File: src/rtl/reg_file_multiport.sv
// Multi-read, single-write register file with a hard-wired zero entry and a self-timed clear sweep.
// Optional write-to-read forwarding is enabled by defining REG_FILE_BYPASS_EN.
module reg_file_multiport #(
  parameter int DATA_W   = 64,
  parameter int ADDR_W   = 5,
  parameter int NUM_READ = 2,
  parameter int ZERO_REG = 31
) (
  input  logic                       CLK,
  input  logic                       RST,
  input  logic [NUM_READ*ADDR_W-1:0] READ_REG,
  output logic [NUM_READ*DATA_W-1:0] DATA_OUT,
  input  logic [ADDR_W-1:0]          WRITE_REG,
  input  logic [DATA_W-1:0]          WRITE_DATA,
  input  logic                       REG_WRITE_ENABLE,
  input  logic                       CLEAR_REQ,
  output logic                       BUSY
);

  localparam int DEPTH = 2 ** ADDR_W;
  localparam logic [ADDR_W-1:0] ZERO_IDX = ADDR_W'(ZERO_REG);
  localparam logic [ADDR_W-1:0] LAST_IDX = ADDR_W'(DEPTH - 1);

  typedef enum logic {
    IDLE  = 1'b0,
    CLEAR = 1'b1
  } state_t;

  state_t            state_reg;
  logic [ADDR_W-1:0] cnt_reg;
  logic              busy_reg;
  logic [DATA_W-1:0] mem [DEPTH];
  logic              wr_fire;

  assign wr_fire = (state_reg == IDLE) && REG_WRITE_ENABLE && (WRITE_REG != ZERO_IDX);
  assign BUSY    = busy_reg;

  // Reset restarts the sweep from entry 0 even if one is already running.
  always_ff @(posedge CLK) begin
    if (RST) begin
      state_reg <= CLEAR;
      cnt_reg   <= '0;
      busy_reg  <= 1'b1;
    end else begin
      case (state_reg)
        IDLE: begin
          if (CLEAR_REQ) begin
            state_reg <= CLEAR;
            cnt_reg   <= '0;
            busy_reg  <= 1'b1;
          end
        end
        CLEAR: begin
          cnt_reg <= cnt_reg + 1'b1;
          if (cnt_reg == LAST_IDX) begin
            state_reg <= IDLE;
            busy_reg  <= 1'b0;
          end
        end
        default: begin
          state_reg <= CLEAR;
          cnt_reg   <= '0;
          busy_reg  <= 1'b1;
        end
      endcase
    end
  end

  // The sweep and the user write share the single write port; they never overlap in state.
  always_ff @(posedge CLK) begin
    if (!RST) begin
      if (state_reg == CLEAR) begin
        mem[cnt_reg] <= '0;
      end else if (wr_fire) begin
        mem[WRITE_REG] <= WRITE_DATA;
      end
    end
  end

  genvar gi;
  generate
    for (gi = 0; gi < NUM_READ; gi = gi + 1) begin : g_read
      logic [ADDR_W-1:0] raddr;
      logic [DATA_W-1:0] rdata;

      assign raddr = READ_REG[gi*ADDR_W +: ADDR_W];

      always_comb begin
        rdata = mem[raddr];
        if (busy_reg || (raddr == ZERO_IDX)) begin
          rdata = '0;
        end
`ifdef REG_FILE_BYPASS_EN
        else if (wr_fire && (raddr == WRITE_REG)) begin
          rdata = WRITE_DATA;
        end
`endif
      end

      assign DATA_OUT[gi*DATA_W +: DATA_W] = rdata;
    end
  endgenerate

endmodule
File: config.mk
export PLATFORM = sky130hd
export DESIGN_NAME = reg_file_multiport
export DESIGN_NICKNAME = d
export VERILOG_FILES = /design/src/rtl/reg_file_multiport.sv
export SDC_FILE = /design/constraint.sdc
export NUM_CORES = 2
export LEC_CHECK = 0
export BUFFER_PORTS_ARGS = -buffer_cell sky130_fd_sc_hd__buf_4
export CAP_MARGIN = 20
export CORE_AREA = 2 2 484 486
export CTS_BUF_LIST = sky130_fd_sc_hd__clkbuf_8
export DETAILED_ROUTE_END_ITERATION = 12
export DIE_AREA = 0 0 486 488
export HOLD_SLACK_MARGIN = 0.03
export PLACE_DENSITY_LB_ADDON = 0.08
export RECOVER_POWER = 50
export SLEW_MARGIN = 20
export SYNTH_ARGS = -nofsm -noshare
export SYNTH_HDL_FRONTEND = slang
export SYNTH_SLANG_ARGS = --single-unit
File: constraint.sdc
create_clock -name CLK -period 18.5 [get_ports CLK]
set_clock_uncertainty 0.2 [all_clocks]
set_input_delay 1.85 -clock CLK [delete_from_list [all_inputs] [get_ports CLK]]
set_output_delay 1.85 -clock CLK [all_outputs]
set_load 0.005 [all_outputs]
==> results.json <==
{
  "ant_nets": 0,
  "synth_top_area_cell": "edfxtp_1",
  "whs_endpoint": "cnt_reg[0]",
  "reg2reg_from": "state_reg",
  "fin_tns_setup_ns": 0,
  "synth-edff-count": 2048,
  "start_kind": "primary input",
  "final_nets": 5239,
  "fin_hold_ws_ns": 0.3677,
  "cts_buffer_depth": 4,
  "slew_headroom_pct": -417.0,
  "timing_hold_violations_final": 0,
  "drc": 0,
  "vias": 54830,
  "via_per_inst": 6.467,
  "wl_mm": 321.2,
  "grt_setup_unrepaired": "false",
  "status": "complete, but fails checks",
  "ys_async_sr_fraction_pct": 0,
  "clk_pin_slew_ns": 0.05,
  "synth.most_common_cell": "edfxtp_1",
  "firstDrtPassIters": 5,
  "postCtsResizedCells": 0,
  "cts_buffers": 372,
  "design.die.area_um2": 237200,
  "failed_checks": "capacitance limit, slew limit",
  "synth_seq_cells": 2055,
  "cts_setup_buffers": 0,
  "yosysSeqAreaShare_pct": 65.00,
  "cp_max_fo": 34,
  "end_kind": "register",
  "r2r_slack_ns": 9.95,
  "final_cells": 8478,
  "wl_per_cell_um": 37.88,
  "ctsHoldBuffers": 0,
  "cts_sinks": 2055,
  "crit_arrival_ns": 9.56,
  "fill_cells": 19740,
  "rr_endpoint": "mem[1][32]",
  "syn-num-nets": 4920,
  "grt_use_total_pct": 26.90,
  "worstHoldStart": "cnt_reg[0]",
  "grt_max_degree": 124,
  "antenna_found_initial": 7,
  "rows": 177,
  "htree_levels": 5,
  "hold_depth": 2,
  "grt_pass1_wl_mm": 445.9,
  "dp_hpwl_mm": 161.9,
  "insertion_delay_ns": 1.04,
  "min_period_over_period_pct": 49.25,
  "synthTopCellsByCount": "edfxtp_1 (2,048), mux4_2 (768), mux2i_1 (516)",
  "yosys_most_used_dff": "edfxtp_1",
  "reg2regPathDepth": 7,
  "period_minus_slack_ns": 9.112,
  "initial_utilization_pct": 40.90,
  "hp-class": "reg2reg",
  "place_congestion": 0.7557,
  "crit_type": "in2reg",
  "syn_to_final_growth_pct": 11.67,
  "slew_viol_final": 1492,
  "required_ns": 18.95,
  "first_global_vias": 57360,
  "max_slew.worst_pin.slew_ns": 7.756,
  "synthCells": 4835,
  "dp_cells": 7821,
  "die_h_um": 488,
  "largest_reg_flops": 2048,
  "avgSynthCellArea_um2": 19.61,
  "root_buffer": "clkbuf_8",
  "setup_viol": 0,
  "max_clock_freq_ghz": 0.1097,
  "io_buffers": 211,
  "drtIter0Drc": 5524,
  "p_per_area_nw_per_um2": 90.95,
  "synth_area_um2": 94830,
  "synthTopCellsByArea": "edfxtp_1 (65%), mux4_2 (18%), mux2i_1 (5.4%)",
  "p_leak_nw": 37.23,
  "vdd_drop_max_mv": 0.06396,
  "coreArea_um2": 231900,
  "synth.top_cell.area_share_pct": 64.85,
  "yosys_warnings": 0,
  "gr-total-overflow": 0,
  "synth.distinct_cells": 46,
  "drive_gt1_share_pct": 30.48,
  "cts_tree": "yes",
  "maxCapViolations": 60,
  "ios": 212,
  "dieWidth_um": 486
}
[worst max-delay path, cell delays in order]
cell and delay [ns]:
clkbuf_1 0.19, or3b_1 0.56, a41oi_4 0.22, clkbuf_1 2.24
a31oi_1 0.96, nor2_1 1.80, buf_4 0.89, buf_4 0.78
[worst max-delay path by stage]
stage                     start           end  cells past startpoint
floorplan                   RST    mem[10][0]                      6
global placement    READ_REG[0]   DATA_OUT[8]                      9
detailed placement  READ_REG[0]   DATA_OUT[8]                      9
CTS                 READ_REG[0]  DATA_OUT[52]                      8
global route                RST    mem[1][32]                      8
finish                      RST    mem[1][32]                      8
[layout by cell type, fill, tap and decap left out, types with 7 or more instances in the layout]
master	n
mux4_2	768
edfxtp_1	2048
a2111oi_2	78
and2_0	33
o221ai_1	127
a211oi_2	29
buf_4	296
clkinv_2	32
and2_1	29
a21oi_1	137
nor2_4	12
a22o_1	127
a22oi_1	127
o22ai_1	129
diode_2	12
dfxtp_1	7
clkbuf_1	48
nor3_1	22
nor2_1	16
mux2i_1	516
a2111oi_0	48
a31oi_1	8
clkbuf_8	379
clkinv_1	101
inv_1	122
buf_12	13
a211oi_1	100
bufinv_16	12
[layer usage]
layer	vias up	global-route usage [%]	share of wire, %
li1	21970	-	-
met1	29980	35.28	40
met2	2233	45.98	50
met3	647	4.071	6.3
met4	0	8.732	3.1
met5	-	0	0
[report_power, final]
| group | internal, W | leakage, nW | switching (W) |
|---|---|---|---|
| Clock | 0.00205 | 3.79 | 0.00190 |
| Combinational | 0.000226 | 11.4 | 0.000372 |
| Sequential | 0.00507 | 22.1 | 0.00000941 |
[metrics by stage]
stage	cell area (µm²)	worst slack [ns]	total power [W]	util [%]
CTS	106200	9.925	0.009715	45.81
floorplan	94830	10.24	0.005579	-
detailed placement	99650	9.923	0.005782	42.97
global route	105900	9.223	0.009931	45.67
global placement	99640	9.858	0.005781	42.97
finish	105900	9.388	0.009631	45.67
[cell families (layout without fill, tap and decap cells)]
family / after synthesis / count (layout) / share of synthesized area [%]
mux: 1285 / 1285 / 23.70
other cells: 0 / 12 / 0
simple gates: 142 / 142 / 0.8207
compound gates: 922 / 922 / 7.998
flops: 2055 / 2055 / 65.00
fa+ha+maj: 2 / 2 / 0.02638
buf+inv: 429 / 1017 / 2.454
[cell type report]
type	instances	area (µm²)	share of cell area [%]
Antenna cell	12	30.03	0.02836
Clock buffer	377	5189	4.900
Clock inverter	266	1379	1.302
Inverter	7	26.28	0.02481
Multi-Input combinational cell	2351	31040	29.31
Sequential cell	2055	61640	58.21
Tap cell	3043	3807	3.595
Timing Repair Buffer	367	2791	2.636
Note: power is estimated with default switching activity, not from simulation.
